--- config.mk ---
export PLATFORM = sky130hd
export DESIGN_NAME = vga_fb_arbiter
export DESIGN_NICKNAME = d
export VERILOG_FILES = /design/src/rtl/vga_fb_arbiter_pkg.sv /design/src/rtl/vga_fb_arbiter_fifo.sv /design/src/rtl/vga_fb_arbiter.sv
export SDC_FILE = /design/constraint.sdc
export NUM_CORES = 1
export LEC_CHECK = 0
export CAP_MARGIN = 25
export CORE_MARGIN = 1.5
export CORE_UTILIZATION = 45
export DETAILED_ROUTE_END_ITERATION = 10
export GPL_TIMING_DRIVEN = 0
export PLACE_DENSITY = 0.86
export SYNTH_ARGS = -nofsm -noshare
export SYNTH_HDL_FRONTEND = slang
export SYNTH_SLANG_ARGS = --single-unit
export TNS_END_PERCENT = 100
--- constraint.sdc ---
create_clock -name clk_25MHz -period 3.65 [get_ports clk_25MHz]
set_input_delay 0.73 -clock clk_25MHz [delete_from_list [all_inputs] [get_ports clk_25MHz]]
set_output_delay 0.73 -clock clk_25MHz [all_outputs]
set_load 0.02 [all_outputs]
--- src/rtl/vga_fb_arbiter_pkg.sv ---
// Shared constants and types for the VGA framebuffer arbiter: framebuffer geometry,
// display timing limits, the RGB444 pixel type and the queued write entry.
package vga_fb_arbiter_pkg;

  localparam int FB_W          = 160;
  localparam int FB_H          = 120;
  localparam int FB_WORDS      = 19200;
  localparam int SCALE_SHIFT   = 2;
  localparam int H_ACTIVE      = 640;
  localparam int V_ACTIVE      = 480;

  localparam int POS_W         = 10;
  localparam int ADDR_W        = 15;
  localparam int PIX_W         = 12;
  localparam int WR_FIFO_DEPTH = 2;

  typedef logic [PIX_W-1:0]  rgb444;
  typedef logic [ADDR_W-1:0] fb_addr_t;

  typedef struct packed {
    fb_addr_t addr;
    rgb444    data;
  } wr_entry_t;

  localparam int WR_ENTRY_W = $bits(wr_entry_t);

  // row*160 + col without a multiplier: 160 = 128 + 32.
  function automatic fb_addr_t fb_word_addr(input logic [POS_W-SCALE_SHIFT-1:0] row,
                                            input logic [POS_W-SCALE_SHIFT-1:0] col);
    fb_addr_t r;
    r = fb_addr_t'(row);
    return (r << 7) + (r << 5) + fb_addr_t'(col);
  endfunction

endpackage

--- src/rtl/vga_fb_arbiter_fifo.sv ---
// Small synchronous FIFO holding pending framebuffer writes; head is visible
// combinationally and popped by the arbiter whenever the RAM port is free.
module fb_wr_fifo #(
  parameter int depth = 2,
  parameter int width = 27
) (
  input  logic                         clk_25MHz,
  input  logic                         rst_,
  input  logic                         push,
  input  logic [width-1:0]             push_data,
  input  logic                         pop,
  output logic [width-1:0]             head,
  output logic [$clog2(depth+1)-1:0]   count
);

  localparam int PTR_W = (depth > 1) ? $clog2(depth) : 1;
  localparam int CNT_W = $clog2(depth + 1);
  localparam logic [CNT_W-1:0] FULL = CNT_W'(depth);
  localparam logic [PTR_W-1:0] LAST = PTR_W'(depth - 1);

  logic [width-1:0] store [depth];
  logic [PTR_W-1:0] rd_ptr;
  logic [PTR_W-1:0] wr_ptr;
  logic             do_push;
  logic             do_pop;

  assign do_pop  = pop && (count != '0);
  assign do_push = push && (count != FULL);
  assign head    = store[rd_ptr];

  function automatic logic [PTR_W-1:0] ptr_next(input logic [PTR_W-1:0] ptr);
    return (ptr == LAST) ? '0 : ptr + 1'b1;
  endfunction

  // NOTE: storage is deliberately left out of reset; count alone says which
  // entries are valid, so clearing the array would only cost flops and routing.
  always_ff @(posedge clk_25MHz) begin
    if (do_push) store[wr_ptr] <= push_data;
  end

  // NOTE: sequential state uses non-blocking assignments so every register
  // samples pre-edge values regardless of statement order.
  always_ff @(posedge clk_25MHz or negedge rst_) begin
    if (!rst_) begin
      rd_ptr <= '0;
      wr_ptr <= '0;
      count  <= '0;
    end else begin
      if (do_push) wr_ptr <= ptr_next(wr_ptr);
      if (do_pop)  rd_ptr <= ptr_next(rd_ptr);
      count <= count + CNT_W'(do_push) - CNT_W'(do_pop);
    end
  end

endmodule

--- src/rtl/vga_fb_arbiter.sv ---
// Shares one framebuffer RAM port between the 4x-scaled display fetch and a
// buffered writer; display fetches always win, writes drain on free cycles.
module vga_fb_arbiter
  import vga_fb_arbiter_pkg::*;
(
  input  logic              clk_25MHz,
  input  logic              rst_,
  input  logic [9:0]        h_pos,
  input  logic [9:0]        v_pos,
  input  logic              wr_valid,
  input  logic [14:0]       wr_addr,
  input  logic [11:0]       wr_data,
  output logic              wr_ready,
  output logic              wr_err,
  output logic [14:0]       mem_addr,
  output logic              mem_we,
  output logic [11:0]       mem_wdata,
  input  logic [11:0]       mem_rdata,
  output logic [11:0]       rgb_out,
  output logic              vblank
);

  localparam int CNT_W = $clog2(WR_FIFO_DEPTH + 1);
  localparam int IDX_W = POS_W - SCALE_SHIFT;

  logic [POS_W-1:0] h_ahead;
  logic [IDX_W-1:0] fetch_row;
  logic [IDX_W-1:0] fetch_col;
  fb_addr_t         fetch_addr;
  logic             fetch_slot;
  logic             in_range;
  logic             accept;
  logic             push;
  logic             pop;
  wr_entry_t        push_entry;
  wr_entry_t        head;
  logic [CNT_W-1:0] fifo_count;
  fb_addr_t         last_addr_q;
  rgb444            last_wdata_q;
  logic             fetch_d;

  // Fetch two pixels ahead so the RAM read latency plus the output register
  // lands word c exactly on screen columns 4c..4c+3.
  assign h_ahead    = h_pos + POS_W'(2);
  assign fetch_row  = v_pos[POS_W-1:SCALE_SHIFT];
  assign fetch_col  = h_ahead[POS_W-1:SCALE_SHIFT];
  assign fetch_addr = fb_word_addr(fetch_row, fetch_col);

  // Gating with rst_ keeps mem_addr at 0 while reset is held.
  assign fetch_slot = rst_
                   && (h_pos[1:0] == 2'b10)
                   && (h_ahead < POS_W'(H_ACTIVE))
                   && (v_pos < POS_W'(V_ACTIVE));

  assign vblank     = (v_pos >= POS_W'(V_ACTIVE));

  assign wr_ready   = (fifo_count < CNT_W'(WR_FIFO_DEPTH));
  assign in_range   = (wr_addr < ADDR_W'(FB_WORDS));
  assign accept     = wr_valid && wr_ready;
  assign push       = accept && in_range;
  assign push_entry = '{addr: wr_addr, data: wr_data};
  assign pop        = !fetch_slot && (fifo_count != '0);

  fb_wr_fifo #(
    .depth (WR_FIFO_DEPTH),
    .width (WR_ENTRY_W)
  ) u_wr_fifo (
    .clk_25MHz (clk_25MHz),
    .rst_      (rst_),
    .push      (push),
    .push_data (push_entry),
    .pop       (pop),
    .head      (head),
    .count     (fifo_count)
  );

  // NOTE: every output gets a default first so no path through the block
  // leaves a signal unassigned and infers a latch.
  always_comb begin
    mem_addr  = last_addr_q;
    mem_wdata = last_wdata_q;
    mem_we    = 1'b0;
    if (fetch_slot) begin
      mem_addr = fetch_addr;
    end else if (pop) begin
      mem_addr  = head.addr;
      mem_wdata = head.data;
      mem_we    = 1'b1;
    end
  end

  always_ff @(posedge clk_25MHz or negedge rst_) begin
    if (!rst_) begin
      wr_err       <= 1'b0;
      last_addr_q  <= '0;
      last_wdata_q <= '0;
      fetch_d      <= 1'b0;
      rgb_out      <= '0;
    end else begin
      if (accept && !in_range) wr_err <= 1'b1;
      last_addr_q  <= mem_addr;
      last_wdata_q <= mem_wdata;
      fetch_d      <= fetch_slot;
      if (fetch_d) rgb_out <= mem_rdata;
    end
  end

endmodule

==> flow_results.xml, run 1 <==
<?xml version="1.0" encoding="UTF-8"?>
<metrics>
  <group name="outcome">
    <metric name="outcome" unit="">finished with violations</metric>
    <metric name="violations" unit="">setup timing</metric>
  </group>
  <group name="clock_tree">
    <metric name="cts.clk_slew.worst_paths" unit="ns">0.10</metric>
    <metric name="post_cts_hold_buffer_count" unit="">0</metric>
    <metric name="clock_latency" unit="ns">0.35</metric>
    <metric name="cts-buffers-inserted" unit="">9</metric>
    <metric name="cts_tree" unit="">built</metric>
    <metric name="cts.sink_count" unit="">99</metric>
    <metric name="cts_htree_levels" unit="">3</metric>
    <metric name="cts_buffer_depth" unit="">2</metric>
    <metric name="cts.root.buffer_cell" unit="">sky130_fd_sc_hd__clkbuf_8</metric>
  </group>
  <group name="setup_path">
    <metric name="critical-path-slowest-cell" unit="">sky130_fd_sc_hd__fa_2</metric>
    <metric name="required" unit="ns">2.92</metric>
    <metric name="crit_reg_reg_startpoint" unit="">u_wr_fifo.count[1]</metric>
    <metric name="path_class" unit="">in -&gt; out</metric>
    <metric name="r2r_cells" unit="">7</metric>
    <metric name="delay_of_the_slowest_cell_on_the_worst_path" unit="ns">0.33</metric>
    <metric name="worstSetupEndpointType" unit="">primary output</metric>
    <metric name="critical_path_buf_inv_count" unit="">3</metric>
    <metric name="r2r-end" unit="">last_addr_q[7]</metric>
    <metric name="timing.critical_path.fanout_max" unit="">3</metric>
    <metric name="cp_data_arrival_time" unit="ns">3.18</metric>
    <metric name="critPathTopFamily" unit="">adder cells</metric>
    <metric name="worst-r2r-setup-slack" unit="ns">1.24</metric>
    <metric name="critical_path.startpoint_type" unit="">primary input</metric>
    <metric name="cp_cell_sequence" unit="">buf_8, and3_4, and3_4, nand3_4, xnor2_4, ha_4, ha_4, inv_2, fa_2, nand2b_4, a21oi_4, o21a_1, o31ai_2, a31oi_2, buf_4</metric>
  </group>
  <group name="sta">
    <metric name="finalSetupViolations" unit="">5</metric>
    <metric name="fin_worst_skew" unit="ns">0.00579</metric>
    <metric name="final.hold.worst_slack" unit="ns">0.207</metric>
    <metric name="timing.final.crit_period" unit="ns">3.91</metric>
    <metric name="report.final.slew_viol_count" unit="">0</metric>
    <metric name="hold_viol_final" unit="">0</metric>
    <metric name="fmaxAchievable" unit="MHz">256</metric>
    <metric name="timing.final.ws_setup" unit="ns">-0.263</metric>
    <metric name="rsz0062_at_grt" unit="">true</metric>
    <metric name="timing_worst_slew_pin_value" unit="ns">0.814</metric>
    <metric name="max-slew-margin-rel" unit="%">45.6</metric>
    <metric name="min_period_over_period" unit="%">107</metric>
  </group>
  <group name="logic_synthesis">
    <metric name="synth_ff_type" unit="">sky130_fd_sc_hd__edfxtp_1</metric>
    <metric name="async_flop_share" unit="%">45.5</metric>
    <metric name="post_synthesis_sequential_area_ratio" unit="%">62.3</metric>
    <metric name="yosys_register_bits" unit="">99</metric>
    <metric name="yosysWarnings" unit="">0</metric>
    <metric name="synth.net_count" unit="">391</metric>
    <metric name="postSynthAreaPerCell" unit="sq um">14.3</metric>
    <metric name="synth-edff-count" unit="">54</metric>
    <metric name="syn-instance-count" unit="">309</metric>
    <metric name="syn-cell-area" unit="sq um">4410</metric>
    <metric name="ys_types" unit="">39</metric>
  </group>
  <group name="pwr">
    <metric name="power.switching" unit="mW">1.55</metric>
    <metric name="power.combinational.fraction" unit="%">47.3</metric>
    <metric name="pwr_density_cell" unit="nW/um^2">667</metric>
    <metric name="leakage" unit="nW">2.54</metric>
    <metric name="share_clk_of_total_power" unit="%">15.3</metric>
    <metric name="power.switching_fraction" unit="%">36.8</metric>
    <metric name="internal_power" unit="mW">2.66</metric>
    <metric name="vdd_drop_max" unit="V">0.000551</metric>
    <metric name="share_seq_of_total_power" unit="%">37.5</metric>
  </group>
  <group name="routing">
    <metric name="drt.antenna.violating_nets" unit="">0</metric>
    <metric name="wl" unit="um">10400</metric>
    <metric name="drcViolationCount" unit="">0</metric>
    <metric name="route.detailed.vias_per_inst" unit="">5.22</metric>
    <metric name="wl_per_cell" unit="um">17.7</metric>
    <metric name="detailed_routing_iterations_pass_1" unit="">4</metric>
    <metric name="drt_first_iter_violations" unit="">89</metric>
    <metric name="dr_total_vias" unit="">3071</metric>
  </group>
  <group name="finish">
    <metric name="antenna-diode-count" unit="">0</metric>
    <metric name="layout.filler_cells" unit="">674</metric>
    <metric name="post_route_cells_drive_above_1_share" unit="%">35.7</metric>
    <metric name="area_growth" unit="%">43.1</metric>
    <metric name="layout.cell_area.non_filler" unit="sq um">6310</metric>
    <metric name="num-nets-final" unit="">536</metric>
    <metric name="layout_commonest_cell" unit="">sky130_fd_sc_hd__clkdlybuf4s50_1</metric>
    <metric name="mostFrequentLayoutCells" unit="">sky130_fd_sc_hd__clkdlybuf4s50_1 (57), sky130_fd_sc_hd__edfxtp_1 (54), sky130_fd_sc_hd__dfrtp_1 (45), sky130_fd_sc_hd__buf_4 (29), sky130_fd_sc_hd__mux2_2 (28)</metric>
    <metric name="seq_area" unit="sq um">2750</metric>
    <metric name="multi_input_area" unit="sq um">1870</metric>
  </group>
  <group name="hold_path">
    <metric name="holdCritPathClass" unit="">in -&gt; async</metric>
  </group>
  <group name="floorplanning">
    <metric name="fp.coreArea" unit="sq um">9370</metric>
    <metric name="die_y" unit="um">102</metric>
    <metric name="floorplan.initialDensity" unit="%">47.1</metric>
    <metric name="floorplan.die_area" unit="sq um">10400</metric>
    <metric name="chipWidth" unit="um">102</metric>
    <metric name="row_count" unit="">35</metric>
    <metric name="io_pins" unit="">105</metric>
  </group>
  <group name="global_route">
    <metric name="grt_util_all_layers" unit="%">20.1</metric>
    <metric name="grt_pass1_vias" unit="">3238</metric>
    <metric name="sum_of_overflow_across_all_layers_after_global_routing" unit="">0</metric>
    <metric name="largest_net_degree_at_the_start_of_global_routing" unit="">28</metric>
    <metric name="grt_first_pass_wirelength" unit="um">15700</metric>
    <metric name="antenna_found_initial" unit="">0</metric>
  </group>
  <group name="place">
    <metric name="placement.cell_area" unit="sq um">5680</metric>
    <metric name="gp_routability_congestion" unit="">0.853</metric>
    <metric name="pre_cts_ws" unit="ns">-1.40</metric>
    <metric name="hpwl" unit="um">6760</metric>
    <metric name="io_buffer_count" unit="">102</metric>
  </group>
  <group name="flow_run">
    <metric name="max_capacitance_violation_count" unit="">0</metric>
  </group>
</metrics>
-- logic make-up (layout without fill, tap and decap cells) --
family	after synthesis	count (layout)	share of synthesized area [%]
AO/OA/AOI/OAI	50	50	7.35
XOR/XNOR	15	15	2.98
adder cells (fa/ha/maj)	20	20	5.84
buffers and inverters	21	171	1.99
flip-flops	99	99	62.3
multiplexers	55	55	14.2
AND/OR/NAND/NOR	49	49	5.36
-- power by group through the flow --
stage | logic, mW | clock network, mW | registers (mW)
3_5_place_dp | 1.90 | 0 | 1.60
3_3_place_gp | 1.85 | 0 | 1.58
4_1_cts | 1.91 | 0.662 | 1.57
2_1_floorplan | 1.08 | 0 | 1.61
5_1_grt | 2.13 | 0.711 | 1.60
6_report | 1.99 | 0.643 | 1.58
-- registers in the layout (all words and copies together) (netlist names) --
register	cells
u_wr_fifo.store	54
last_addr_q	15
last_wdata_q	12
u_wr_fifo.wr_ptr	1
fetch_d	1
u_wr_fifo.count	2
u_wr_fifo.rd_ptr	1
wr_err	1
rgb_out	12
-- Yosys cell counts, drive strengths merged, types with 2 or more instances --
cell type  instances  area share, %
ha                19            5.4
a21oi             20            2.3
o21a               5           0.85
mux2              37             10
a211oi             4           0.68
and3               2           0.28
xor2               6            1.2
clkbuf             7           0.60
mux2i             18            4.1
edfxtp            54             37
o22ai              2           0.28
nor2              19            1.7
or3                2           0.28
dfrtp             45             26
xnor2              9            1.8
buf                3           0.45
nand2b             3           0.43
o21bai             3           0.51
o21ai              8           0.91
nor2b              3           0.43
nand3              4           0.45
inv               11           0.94
nand2             11           0.94
o31ai              3           0.51
-- through the flow --
step	TNS, ns	utilization [%]	cells	power, mW
after floorplan	0	-	309	2.69
after global placement	-118.94	60.1	540	3.43
after detailed placement	-28.66	60.6	542	3.50
after CTS	-1.79	66.2	584	4.15
after global routing	-1.45	67.3	588	4.44
final	-1.09	67.3	588	4.21
-- repair_timing --
action | CTS | global route
gates resized for setup | 200 | 38
setup endpoints to repair | 28 | 19
cloned | 1 | 0
pin swaps | 30 | 23
buffers inserted | 25 | 9
-- metal layers --
metal,GRT usage (%),routed length [um]
met2,35.2,5360
met4,6.53,301
met5,0,0
met3,5.54,564
met1,24.0,4190
-- cell type report --
cell class	instances	area share (%)
Tap cell	129	2.56
Clock inverter	7	0.932
Multi-Input combinational cell	189	29.7
Timing Repair Buffer	135	19.8
Sequential cell	99	43.5
Inverter	11	0.654
Clock buffer	9	1.96
Buffer	9	0.852
-- how the worst max path moves through the flow --
stage / from / to / slack (ns) / depth (start not counted)
4_1_cts: h_pos[1] / mem_addr[14] / -0.38 / 15
5_1_grt: h_pos[2] / mem_addr[14] / -0.34 / 15
6_report: h_pos[2] / mem_addr[14] / -0.26 / 15
3_5_place_dp: h_pos[1] / mem_addr[14] / -1.40 / 15
3_3_place_gp: rst_ / mem_addr[3] / -2.38 / 8
2_1_floorplan: h_pos[2] / mem_addr[14] / 0.02 / 13
No activity file was read; power rests on OpenSTA's default activity.
==> run 2: changes to the inputs <==
Settings changed: CAP_MARGIN 25 to 20.
==> results of run 2 <==
Same layout as run 1: the final DEF is identical, and so are final timing and power.
==> run 3: changes to the inputs <==
Settings changed: CORE_UTILIZATION 45 to 46, CTS_BUF_LIST from default to sky130_fd_sc_hd__clkbuf_4 sky130_fd_sc_hd__clkbuf_8, HOLD_SLACK_MARGIN from default to 0.12, PLACE_DENSITY 0.86 to 0.88.
==> flow_results.xml, run 3 (synthesized netlist as in run 1, its figures left out) <==
<?xml version="1.0" encoding="UTF-8"?>
<metrics>
  <group name="setup_path">
    <metric name="worst-r2r-setup-slack" unit="ns">1.26</metric>
    <metric name="timing.critical_path.fanout_max" unit="">3</metric>
    <metric name="delay_of_the_slowest_cell_on_the_worst_path" unit="ns">0.33</metric>
    <metric name="worstSetupEndpointType" unit="">primary output</metric>
    <metric name="endpoint" unit="">mem_addr[12]</metric>
    <metric name="cell_depth_of_the_worst_setup_path" unit="">15</metric>
    <metric name="path_class" unit="">in -&gt; out</metric>
    <metric name="r2r_cells" unit="">7</metric>
    <metric name="startpoint" unit="">h_pos[2]</metric>
    <metric name="critical-path-slowest-cell" unit="">sky130_fd_sc_hd__fa_2</metric>
    <metric name="cp_cell_sequence" unit="">buf_8, and3_4, and3_4, nand3_4, xnor2_4, ha_4, ha_4, inv_2, fa_2, nand2b_4, a21oi_4, o21a_1, o21a_1, o22ai_2, buf_6</metric>
    <metric name="crit_reg_reg_startpoint" unit="">u_wr_fifo.rd_ptr</metric>
    <metric name="critPathTopFamily" unit="">adder cells</metric>
    <metric name="cp_data_arrival_time" unit="ns">3.22</metric>
    <metric name="critical_path.startpoint_type" unit="">primary input</metric>
    <metric name="critical_path_buf_inv_count" unit="">3</metric>
    <metric name="r2r-end" unit="">last_addr_q[11]</metric>
    <metric name="required" unit="ns">2.92</metric>
  </group>
  <group name="global_route">
    <metric name="grt_first_pass_wirelength" unit="um">15600</metric>
    <metric name="antenna_found_initial" unit="">0</metric>
    <metric name="sum_of_overflow_across_all_layers_after_global_routing" unit="">0</metric>
    <metric name="largest_net_degree_at_the_start_of_global_routing" unit="">31</metric>
    <metric name="grt_pass1_vias" unit="">3314</metric>
    <metric name="grt_util_all_layers" unit="%">20.4</metric>
  </group>
  <group name="flow_run">
    <metric name="max_capacitance_violation_count" unit="">0</metric>
  </group>
  <group name="finish">
    <metric name="max_reg_flops" unit="">54</metric>
    <metric name="layout_top_registers" unit="">u_wr_fifo.store x54, last_addr_q x15</metric>
    <metric name="largest_register" unit="">u_wr_fifo.store</metric>
    <metric name="num-nets-final" unit="">542</metric>
    <metric name="post_route_cells_drive_above_1_share" unit="%">37.3</metric>
    <metric name="layout.filler_cells" unit="">655</metric>
    <metric name="mostFrequentLayoutCells" unit="">sky130_fd_sc_hd__clkdlybuf4s50_1 (57), sky130_fd_sc_hd__edfxtp_1 (54), sky130_fd_sc_hd__dfrtp_1 (45), sky130_fd_sc_hd__buf_4 (34), sky130_fd_sc_hd__mux2_2 (28)</metric>
    <metric name="layout.cells.non_filler" unit="">593</metric>
    <metric name="antenna-diode-count" unit="">0</metric>
    <metric name="layout_commonest_cell" unit="">sky130_fd_sc_hd__clkdlybuf4s50_1</metric>
    <metric name="area_growth" unit="%">44.6</metric>
  </group>
  <group name="clock_tree">
    <metric name="cts_buffer_depth" unit="">2</metric>
    <metric name="cts.sink_count" unit="">99</metric>
    <metric name="cts-buffers-inserted" unit="">9</metric>
    <metric name="cts_tree" unit="">built</metric>
    <metric name="cts_htree_levels" unit="">3</metric>
    <metric name="clock_latency" unit="ns">0.38</metric>
    <metric name="cts.clk_slew.worst_paths" unit="ns">0.10</metric>
    <metric name="post_cts_hold_buffer_count" unit="">0</metric>
    <metric name="cts.root.buffer_cell" unit="">sky130_fd_sc_hd__clkbuf_8</metric>
  </group>
  <group name="sta">
    <metric name="fmaxAchievable" unit="MHz">253</metric>
    <metric name="min_period_over_period" unit="%">108</metric>
    <metric name="final.hold.worst_slack" unit="ns">0.184</metric>
    <metric name="finalSetupViolations" unit="">8</metric>
    <metric name="hold_viol_final" unit="">0</metric>
    <metric name="report.final.slew_viol_count" unit="">0</metric>
    <metric name="rsz0062_at_grt" unit="">true</metric>
    <metric name="max-slew-margin-rel" unit="%">48.7</metric>
    <metric name="timing.final.crit_period" unit="ns">3.95</metric>
    <metric name="timing.final.ws_setup" unit="ns">-0.298</metric>
    <metric name="timing_worst_slew_pin_value" unit="ns">0.770</metric>
    <metric name="fin_worst_skew" unit="ns">0.00941</metric>
  </group>
  <group name="routing">
    <metric name="drt.antenna.violating_nets" unit="">0</metric>
    <metric name="dr_total_vias" unit="">3126</metric>
    <metric name="detailed_routing_iterations_pass_1" unit="">4</metric>
    <metric name="wl_per_cell" unit="um">18.0</metric>
    <metric name="route.detailed.vias_per_inst" unit="">5.27</metric>
    <metric name="drt_first_iter_violations" unit="">145</metric>
    <metric name="drcViolationCount" unit="">0</metric>
    <metric name="wl" unit="um">10700</metric>
  </group>
  <group name="outcome">
    <metric name="violations" unit="">setup timing</metric>
    <metric name="outcome" unit="">finished with violations</metric>
  </group>
  <group name="place">
    <metric name="hpwl" unit="um">6890</metric>
    <metric name="placed_cells_incl_taps" unit="">543</metric>
    <metric name="io_buffer_count" unit="">102</metric>
    <metric name="gp_routability_congestion" unit="">0.839</metric>
    <metric name="pre_cts_ws" unit="ns">-1.37</metric>
  </group>
  <group name="floorplanning">
    <metric name="io_pins" unit="">105</metric>
    <metric name="die_y" unit="um">101</metric>
    <metric name="chipWidth" unit="um">101</metric>
    <metric name="floorplan.initialDensity" unit="%">47.5</metric>
    <metric name="floorplan.die_area" unit="sq um">10200</metric>
    <metric name="row_count" unit="">35</metric>
    <metric name="fp.coreArea" unit="sq um">9280</metric>
  </group>
  <group name="pwr">
    <metric name="pwr_density_cell" unit="nW/um^2">670</metric>
    <metric name="vdd_drop_max" unit="V">0.000391</metric>
    <metric name="total_power" unit="mW">4.27</metric>
    <metric name="leakage" unit="nW">2.59</metric>
  </group>
  <group name="hold_path">
    <metric name="holdCritPathClass" unit="">in -&gt; async</metric>
  </group>
</metrics>
run 3: changes by cell type in the layout (fill, tap and decap cells not counted), sizes merged:
cell / before / now
clkdlybuf4s15: 0 / 1
clkbuf: 22 / 26
bufbuf: 1 / 0
dlymetal6s2s: 0 / 2
clkinv: 2 / 1
buf: 63 / 70
dlygate4sd2: 10 / 3
run 3: timing repair:
| action | CTS | global route |
|---|---|---|
| pin swaps | 20 | 28 |
| setup buffers | 23 | 11 |
| cloned | 0 | 2 |
| gates resized for setup | 188 | 64 |
| endpoints found under the setup margin | 28 | 27 |
run 3: power by group:
| part | internal (mW) | total (mW) | switching (mW) |
|---|---|---|---|
| sequential | 1.47 | 1.57 | 0.0967 |
| combinational | 0.973 | 2.04 | 1.07 |
| clock | 0.259 | 0.659 | 0.400 |
| total | 2.71 | 4.27 | 1.56 |
run 3: worst min-delay path by stage:
| stage | startpoint | endpoint | slack, ns | cells after the start |
|---|---|---|---|---|
| 2_1_floorplan | rst_ | fetch_d | 0.43 | 0 |
| 3_3_place_gp | u_wr_fifo.wr_ptr | u_wr_fifo.wr_ptr | 0.47 | 1 |
| 3_5_place_dp | last_wdata_q[9] | last_wdata_q[9] | 0.48 | 1 |
| 4_1_cts | rst_ | last_wdata_q[1] | 0.22 | 1 |
| 5_1_grt | rst_ | last_wdata_q[4] | 0.18 | 1 |
| 6_report | rst_ | wr_err | 0.18 | 1 |
run 3: through the flow:
stage	utilization [%]	setup TNS, ns	instance area, sq um
after floorplan	-	0	4450
after global placement	60.6	-117.13	5630
after detailed placement	61.3	-29.46	5690
after CTS	65.7	-1.21	6100
after global routing	68.7	-2.01	6380
final	68.7	-1.48	6380
run 3: worst reg2reg max path: cells and delay by family, from the launching register on:
kind                   cells  cell delay [ns]
AO/OA/AOI/OAI              1             0.22
buffers and inverters      3             1.25
flip-flops                 1             0.35
multiplexers               2             0.40
AND/OR/NAND/NOR            1             0.06
run 3: cell type report:
class / instances / area [sq um] / area share [%]
Sequential cell: 99 / 2750 / 43.1
Multi-Input combinational cell: 189 / 1870 / 29.3
Timing Repair Buffer: 140 / 1310 / 20.5
Tap cell: 129 / 161 / 2.53
Clock buffer: 9 / 124 / 1.94
Buffer: 10 / 72.6 / 1.14
Clock inverter: 6 / 56.3 / 0.883
Inverter: 11 / 41.3 / 0.647
run 3: per-layer routing:
layer	vias up	global-route usage, %	share of wire [%]
li1	1435	-	-
met1	1544	23.9	40
met2	114	35.6	52
met3	33	5.89	5.2
met4	0	7.80	3.2
met5	-	0	0
